$ cat src/rtl/fc_pkg.sv
// -----------------------------------------------------------------------------
// fc_pkg
// Shared types for the fully-connected layer wrappers.
//   act_t        : one activation value at the default layer width
//   bank_state_t : per-bank life cycle of a staging bank
//   bank_state() : maps a bank's full/filling flags onto bank_state_t
// -----------------------------------------------------------------------------
package fc_pkg;

  localparam int ACT_W = 8;

  typedef logic [ACT_W-1:0] act_t;

  typedef enum logic [1:0] {
    EMPTY   = 2'd0,
    FILLING = 2'd1,
    FULL    = 2'd2
  } bank_state_t;

  // FULL wins over FILLING: a bank holding a frame is never written.
  function automatic bank_state_t bank_state(input logic full, input logic filling);
    if (full) begin
      return FULL;
    end else if (filling) begin
      return FILLING;
    end
    return EMPTY;
  endfunction

endpackage

$ cat src/rtl/fc_act_bank.sv
// -----------------------------------------------------------------------------
// fc_act_bank
// One IN x WIDTH activation register bank. Written one entry per cycle,
// read as a full parallel vector.
// Ports:
//   clk, rst  : clock, asynchronous active-high reset (clears every entry)
//   i_we      : write enable for this cycle
//   i_idx     : entry to write
//   i_data    : value to write
//   o_vec     : all IN entries, unpacked, index 0 first
// -----------------------------------------------------------------------------
module fc_act_bank
  import fc_pkg::*;
#(
  parameter int WIDTH = 8,
  parameter int IN    = 128,
  parameter int IDX_W = (IN > 1) ? $clog2(IN) : 1
) (
  input  logic             clk,
  input  logic             rst,
  input  logic             i_we,
  input  logic [IDX_W-1:0] i_idx,
  input  logic [WIDTH-1:0] i_data,
  output logic [WIDTH-1:0] o_vec [0:IN-1]
);

  logic [WIDTH-1:0] r_mem [0:IN-1];

  always_ff @(posedge clk or posedge rst) begin
    if (rst) begin
      for (int i = 0; i < IN; i++) begin
        r_mem[i] <= '0;
      end
    end else if (i_we) begin
      r_mem[i_idx] <= i_data;
    end
  end

  always_comb begin
    for (int i = 0; i < IN; i++) begin
      o_vec[i] = r_mem[i];
    end
  end

endmodule

$ cat src/rtl/fc_act_buffer.sv
// -----------------------------------------------------------------------------
// fc_act_buffer
// Double-banked input staging buffer for a fully-connected layer. Serial
// activations are collected into one bank while the other bank is held
// stable on x for the layer. Frames whose length disagrees with s_last are
// dropped and counted.
// Ports:
//   clk, rst        : clock, asynchronous active-high reset
//   s_valid/s_ready : input beat handshake
//   s_data, s_last  : activation value, final-beat marker
//   m_valid/m_ready : frame handshake; m_ready releases the presented frame
//   x               : IN-entry activation vector from the read bank
//   err_len         : one-cycle pulse after a frame is dropped
//   drop_cnt        : saturating dropped-frame count
//   dbg_bank_state  : {bank1, bank0} bank_state_t, for observation only
//
// Handshake: a transfer happens on a rising edge where valid && ready are
// both high. The producer holds its payload until that edge. s_ready comes
// from registered state only (no path from m_ready); x is frozen while
// m_valid && !m_ready and is meaningless while m_valid is low.
// -----------------------------------------------------------------------------
module fc_act_buffer
  import fc_pkg::*;
#(
  parameter int WIDTH = 8,
  parameter int IN    = 128,
  parameter int CNT_W = 8
) (
  input  logic             clk,
  input  logic             rst,
  input  logic             s_valid,
  output logic             s_ready,
  input  logic [WIDTH-1:0] s_data,
  input  logic             s_last,
  output logic             m_valid,
  input  logic             m_ready,
  output logic [WIDTH-1:0] x [0:IN-1],
  output logic             err_len,
  output logic [CNT_W-1:0] drop_cnt,
  output logic [3:0]       dbg_bank_state
);

  localparam int IDX_W = (IN > 1) ? $clog2(IN) : 1;
  localparam logic [IDX_W-1:0] LAST_IDX = IDX_W'(IN - 1);

  // Registered state
  logic [IDX_W-1:0] r_idx;
  logic             r_wr_sel;
  logic             r_rd_sel;
  logic [1:0]       r_full;
  logic             r_err;
  logic [CNT_W-1:0] r_drop_cnt;

  // Next-state
  logic [IDX_W-1:0] w_idx_nxt;
  logic             w_wr_sel_nxt;
  logic             w_rd_sel_nxt;
  logic [1:0]       w_full_nxt;
  logic             w_err_nxt;
  logic [CNT_W-1:0] w_drop_nxt;

  logic             w_accept;
  logic             w_release;
  logic             w_at_end;
  logic             w_we0;
  logic             w_we1;
  logic [WIDTH-1:0] w_vec0 [0:IN-1];
  logic [WIDTH-1:0] w_vec1 [0:IN-1];
  bank_state_t      w_st0;
  bank_state_t      w_st1;

  assign s_ready   = !r_full[r_wr_sel];
  assign m_valid   = r_full[r_rd_sel];
  assign err_len   = r_err;
  assign drop_cnt  = r_drop_cnt;

  assign w_accept  = s_valid && s_ready;
  assign w_release = m_valid && m_ready;
  assign w_at_end  = (r_idx == LAST_IDX);

  // Every accepted beat is written, including beats of a frame that later
  // turns out malformed; the bank is simply not marked full in that case.
  assign w_we0 = w_accept && !r_wr_sel;
  assign w_we1 = w_accept &&  r_wr_sel;

  fc_act_bank #(.WIDTH(WIDTH), .IN(IN), .IDX_W(IDX_W)) u_bank0 (
    .clk    (clk),
    .rst    (rst),
    .i_we   (w_we0),
    .i_idx  (r_idx),
    .i_data (s_data),
    .o_vec  (w_vec0)
  );

  fc_act_bank #(.WIDTH(WIDTH), .IN(IN), .IDX_W(IDX_W)) u_bank1 (
    .clk    (clk),
    .rst    (rst),
    .i_we   (w_we1),
    .i_idx  (r_idx),
    .i_data (s_data),
    .o_vec  (w_vec1)
  );

  // Control next-state. A completion and a release in one cycle always hit
  // different banks: completion needs full[wr_sel]==0, release needs
  // full[rd_sel]==1, so both updates to w_full_nxt can be applied.
  always_comb begin
    w_idx_nxt    = r_idx;
    w_wr_sel_nxt = r_wr_sel;
    w_rd_sel_nxt = r_rd_sel;
    w_full_nxt   = r_full;
    w_err_nxt    = 1'b0;
    w_drop_nxt   = r_drop_cnt;

    if (w_accept) begin
      if (w_at_end && s_last) begin
        w_full_nxt[r_wr_sel] = 1'b1;
        w_wr_sel_nxt         = !r_wr_sel;
        w_idx_nxt            = '0;
      end else if (w_at_end || s_last) begin
        // Early s_last or missing s_last: restart the same bank.
        w_idx_nxt = '0;
        w_err_nxt = 1'b1;
        if (r_drop_cnt != {CNT_W{1'b1}}) begin
          w_drop_nxt = r_drop_cnt + 1'b1;
        end
      end else begin
        w_idx_nxt = r_idx + 1'b1;
      end
    end

    if (w_release) begin
      w_full_nxt[r_rd_sel] = 1'b0;
      w_rd_sel_nxt         = !r_rd_sel;
    end
  end

  always_ff @(posedge clk or posedge rst) begin
    if (rst) begin
      r_idx      <= '0;
      r_wr_sel   <= 1'b0;
      r_rd_sel   <= 1'b0;
      r_full     <= 2'b00;
      r_err      <= 1'b0;
      r_drop_cnt <= '0;
    end else begin
      r_idx      <= w_idx_nxt;
      r_wr_sel   <= w_wr_sel_nxt;
      r_rd_sel   <= w_rd_sel_nxt;
      r_full     <= w_full_nxt;
      r_err      <= w_err_nxt;
      r_drop_cnt <= w_drop_nxt;
    end
  end

  // Present the read bank.
  always_comb begin
    for (int k = 0; k < IN; k++) begin
      x[k] = r_rd_sel ? w_vec1[k] : w_vec0[k];
    end
  end

  // A bank is FILLING once the write bank has taken at least one beat.
  always_comb begin
    w_st0 = bank_state(r_full[0], !r_wr_sel && (r_idx != '0));
    w_st1 = bank_state(r_full[1],  r_wr_sel && (r_idx != '0));
    dbg_bank_state = {w_st1, w_st0};
  end

endmodule
$ cat config.mk
export PLATFORM = sky130hd
export DESIGN_NAME = fc_act_buffer
export DESIGN_NICKNAME = d
export VERILOG_FILES = /design/src/rtl/fc_pkg.sv /design/src/rtl/fc_act_bank.sv /design/src/rtl/fc_act_buffer.sv
export SDC_FILE = /design/constraint.sdc
export NUM_CORES = 2
export LEC_CHECK = 0
export ABC_AREA = 1
export BUFFER_PORTS_ARGS = -buffer_cell sky130_fd_sc_hd__buf_2
export CORE_MARGIN = 4
export CORE_UTILIZATION = 28
export CTS_BUF_LIST = sky130_fd_sc_hd__clkbuf_4
export CTS_CLUSTER_SIZE = 16
export DETAILED_ROUTE_END_ITERATION = 8
export PLACE_DENSITY_LB_ADDON = 0.15
export SYNTH_ARGS = -nofsm -noshare
export SYNTH_HDL_FRONTEND = slang
export SYNTH_SLANG_ARGS = --single-unit
export TNS_END_PERCENT = 100
$ cat constraint.sdc
create_clock -name clk -period 103.1 [get_ports clk]
set_input_delay 20.62 -clock clk [delete_from_list [all_inputs] [get_ports clk]]
set_output_delay 20.62 -clock clk [all_outputs]
set_load 0.05 [all_outputs]
After elaboration in Yosys (flattened, before gate mapping)
Cells that the tools add are included.
Storage, ports and cells
  register bits: 2068
  bits of input ports: 13
  logic and storage cells: 452
Operators by class
  $add $sub $neg: 2
  order comparisons: 6
  equal/unequal tests: 2
  muxes and demuxes: 158
  bitwise logic cells: 5
  reductions and logical operators: 17
Operator list (count)
  $bwmux W1024: 2
  $mux W8: 129
  $demux W8 S7: 1
  $mux W2: 9
  $mux W7: 2
  $mux W1: 13
  $logic_and A1 B1 Y1: 10
  $add A8 B1 Y8 const B: 1
  $ge A8 B8 Y1 const B: 1
  $lt A8 B1 Y1 const B: 1
  $ne A8 B8 Y1 const B: 1
  $not A7 Y8: 1
  $add A7 B1 Y7 const B: 1
  $eq A7 B7 Y1 const B: 1
  $reduce_bool A7 Y1: 1
  $lt A1 B2 Y1 const B: 2
  $reduce_and A4 Y1: 1
  $logic_not A1 Y1: 3
  $and A2 B2 Y2: 1
  $demux W1 S1: 2
  $ge A1 B1 Y1 const B: 2
  $not A2 Y2: 1
  $or A2 B2 Y2: 1
  $reduce_and A2 Y1: 1
  2 further kinds: 2

Depth between registers and ports, before layout
  word-level depth: 9
  depth in mapped cells: 11

Modules after synthesis
Synthesis repeated with hierarchy kept, for this count alone.
Unflattened totals
  cell total of the unflattened synthesis: 12710
  area total of the unflattened synthesis: 94972.3 um^2
By module, submodules not included
  fc_act_bank: times used 2, cells an instance 4619, area each 40537.6 um^2, seq. area each 25624.6 um^2
  fc_act_buffer: times used 1, cells an instance 3472, area each 13897.1 um^2, seq. area each 500.5 um^2

Least setup slack after synthesis
No wires, ideal clock.
  path type: register -> output
  from: register r_rd_sel
  to: output port x[240] (netlist bit)
  data arrival time: 1800 ps
  required time: 82480 ps
  setup slack: 80680 ps
  stages on the path, launching flop included: 7
  cells stage by stage: dfrtp_1 clkbuf_1 clkbuf_1 clkbuf_1 buf_1 nand2_1 nand2_1
RTL lines
  start: declaration: RTL line fc_act_buffer.sv:49  | logic r_rd_sel;
  start signal: assignment: RTL line fc_act_buffer.sv:149  | r_rd_sel <= w_rd_sel_nxt;
  end: declaration: RTL line fc_act_buffer.sv:37  | output logic [WIDTH-1:0] x [0:IN-1],

==> flow_metrics.py <==
metrics = {
    "synthesis": {
        "synthSimpleGateAreaFrac_pct": 24.59,
        "synth-xor-area-share_pct": 0.06067,
        "synth_nets": 10570,
        "syn_inst": 10550,
        "yosys-top-cells-count": "nand2_1, dfrtp_1, o21ai_0",
        "synth_ff_type": "dfrtp_1",
        "synth-edff-count": 0,
        "netlist_top_cells_area": "dfrtp_1, nand2_1, o21ai_0, clkbuf_1, o21ai_1",
        "synth_top_family_by_area": "simple AND/OR/NAND/NOR gates",
        "synthAdderAreaFrac_pct": 0.07223,
        "ys_seq_elements": 2068,
        "async_flop_share_pct": 100.0,
        "synth_top_area_share_pct": 59.75,
        "synth-warning-count": 0,
        "synthMuxAreaShare_pct": 0,
        "syn_area_per_cell_um2": 8.207,
        "yosysMostFrequentCell": "nand2_1",
        "yosysUniqueCellTypes": 24,
        "netlist_area_um2": 86610,
        "synth_compound_area_share_pct": 11.97,
        "synth_area_leader_cell": "dfrtp_1",
        "seq_area_frac_synth_pct": 59.75,
    },
    "clock_network": {
        "clockBufferDepth": 4,
        "clk_latency_ns": 1.55,
        "cts_resized": 0,
        "cts.sinks": 2068,
        "path_clk_slew_ns": 0.06,
        "htree_levels": 6,
        "postCtsHoldBufs": 0,
        "post-cts-setup-buffer-count": 0,
        "cts_tree": "built",
        "cts_made_buffers": 606,
        "cts_root_buf": "clkbuf_4",
    },
    "setup_path": {
        "worst-path-max-fanout": 78,
        "r2r-start": "r_full[1]",
        "startpoint_type": "register",
        "worst_r2r_endpoint": "u_bank1.o_vec[6]",
        "critPathKind": "register to primary output",
        "r2r_setup_slack_ns": 99.48,
        "reg2reg_depth": 7,
        "end_kind": "primary output",
        "crit_required_ns": 82.48,
        "cp_data_arrival_time_ns": 8.19,
    },
    "final_layout": {
        "final_net_count": 11570,
        "syn2layout_area_growth_pct": 18.35,
        "drive_above_1_share_pct": 17.90,
    },
    "placed_design": {
        "dp_hpwl_um": 218700,
        "io_buffers": 1051,
        "place_congestion": 0.8546,
    },
    "global_routing": {
        "grt_max_degree": 181,
        "grt_usage_pct": 21.12,
        "grt_overflow": 0,
        "grt_pass1_vias": 73570,
        "antenna_found_initial": 25,
        "grt_pass1_wl_um": 507700,
    },
    "power": {
        "clock_power_share_pct": 46.0,
        "peakVddDrop_mv": 0.009586,
        "finalPower_mw": 1.689,
        "combPwrFrac_pct": 5.1,
        "seqPwrFrac_pct": 48.9,
        "p_sw_share_pct": 27.00,
        "p_sw_mw": 0.4560,
        "internal_power_mw": 1.233,
        "cellPowerDensity_nw_per_um2": 16.48,
        "leakage_nw": 53.29,
    },
    "floorplanning": {
        "ioPinCount": 1052,
        "die-area_um2": 318300,
        "start_util_pct": 28.23,
        "die_x_um": 564.2,
        "die_y_um": 564.2,
        "fp-row-count": 203,
        "core_area_um2": 306800,
    },
    "timing": {
        "fmax_mhz": 34.71,
        "hold_viol": 0,
        "report.final.slew_viol_count": 0,
        "setup_violations": 0,
        "skew_ns": 0.1392,
        "worst_slew_pin_slew_ns": 1.225,
        "fin_hold_ws_ns": 0.4807,
        "relSlewSlack_pct": 18.34,
        "post-route-min-period_ns": 28.81,
        "rsz0062_at_grt": "false",
        "min_period_over_period_pct": 27.95,
        "timing.setup.tns_ns": 0,
    },
    "min_path": {
        "hold_depth": 2,
        "min_to": "u_bank0.o_vec[350]",
        "hold_class": "register to register",
        "hp-start": "u_bank0.o_vec[350]",
    },
    "run": {
        "drv_cap": 0,
    },
    "detailed_routing": {
        "drtPass1Iterations": 6,
        "viasPerCell": 4.744,
        "drt-initial-drc-count": 7281,
        "wl_per_cell_um": 21.56,
        "drcViolationCount": 0,
        "vias": 76340,
        "antenna_left": 0,
        "wirelength_um": 346900,
    },
    "run_status": {
        "status": "complete, no violations",
    },
}
metal layers:
layer | GRT usage (%) | share of wire, %
met1 | 29.13 | 45
met2 | 32.28 | 44
met3 | 5.731 | 7.9
met4 | 6.525 | 2.8
met5 | 0 | 0.022
power by group through the flow:
stage                     sequential (mW)  combinational (mW)  clock, mW
after floorplan                     0.842              0.0518          0
after global placement              0.840              0.0878          0
after detailed placement            0.840              0.0890          0
after CTS                           0.825              0.0890      0.808
after global routing                0.826              0.0947      0.854
final                               0.826              0.0858      0.778
layout make-up:
| type | count | area, um2 |
|---|---|---|
| Antenna cell | 27 | 67.56 |
| Clock buffer | 882 | 6621 |
| Clock inverter | 136 | 862.1 |
| Fill cell | 32940 | 204300 |
| Inverter | 46 | 247.7 |
| Multi-Input combinational cell | 7691 | 31810 |
| Sequential cell | 2068 | 51750 |
| Tap cell | 4100 | 5130 |
| Timing Repair Buffer | 1141 | 6023 |
registers in the layout, indices dropped and copies added (netlist names):
register,count
drop_cnt,8
err_len,1
r_full,2
r_idx,7
r_rd_sel,1
r_wr_sel,1
u_bank0.o_vec,1024
u_bank1.o_vec,1024
cells by family (layout without fill, tap and decap cells):
family	after synthesis	in the layout
xor gates and xnor gates	6	6
buffers and inverters	795	2205
DFF	2068	2068
other	0	27
and+or+nand+nor	5615	5615
adders and majority gates	5	5
AOI/OAI and AO/OA	2065	2065
how the worst max path moves through the flow:
stage | to | from | slack, ns
6_report | x[604] | r_rd_sel | 74.29
5_1_grt | x[604] | r_rd_sel | 73.72
4_1_cts | x[604] | r_rd_sel | 73.98
3_5_place_dp | u_bank1.o_vec[787] | rst | 74.49
3_3_place_gp | u_bank1.o_vec[787] | rst | 74.64
2_1_floorplan | drop_cnt[0] | rst | 24.06
layout by cell type, fill, tap and decap left out:
| cell type | count |
|---|---|
| o21ai_0 | 1894 |
| ha_1 | 5 |
| inv_8 | 12 |
| nand2_1 | 5418 |
| inv_1 | 24 |
| buf_4 | 83 |
| clkinv_4 | 12 |
| nand3_4 | 2 |
| xor2_1 | 5 |
| o22ai_1 | 1 |
| nand2_2 | 4 |
| clkbuf_4 | 882 |
| clkinv_2 | 3 |
| a41oi_1 | 2 |
| inv_2 | 16 |
| dfrtp_4 | 1 |
| diode_2 | 27 |
| o21bai_1 | 8 |
| clkinvlp_4 | 12 |
| nand3_2 | 26 |
| clkinv_1 | 76 |
| buf_2 | 1051 |
| clkinv_8 | 1 |
| inv_6 | 22 |
| nand3_1 | 21 |
| dfrtp_1 | 2067 |
| nor2_4 | 2 |
| o21ai_1 | 160 |
| nor2_1 | 138 |
| nand4_1 | 2 |
| bufinv_16 | 4 |
| xnor2_1 | 1 |
| buf_12 | 7 |
| nor2_2 | 2 |
critical path, stage by stage, from the launching register on:
cell and delay [ns]:
dfrtp_4 0.90, buf_4 0.70, buf_4 0.73, buf_4 0.64
buf_4 0.81, buf_4 0.66, buf_4 0.74, buf_4 0.67
nand2_1 0.14, nand2_1 0.12, buf_2 0.28
per-stage QoR:
step	cell area, um2	std cells	setup WS (ns)	util, %
after floorplan	86610	10550	24.06	-
after global placement	94960	15050	74.64	30.95
after detailed placement	94960	15050	74.49	30.95
after CTS	102400	16060	73.98	33.39
after global routing	102500	16080	73.72	33.40
final	102500	16090	74.29	33.41
No activity file was read; power rests on OpenSTA's default activity.
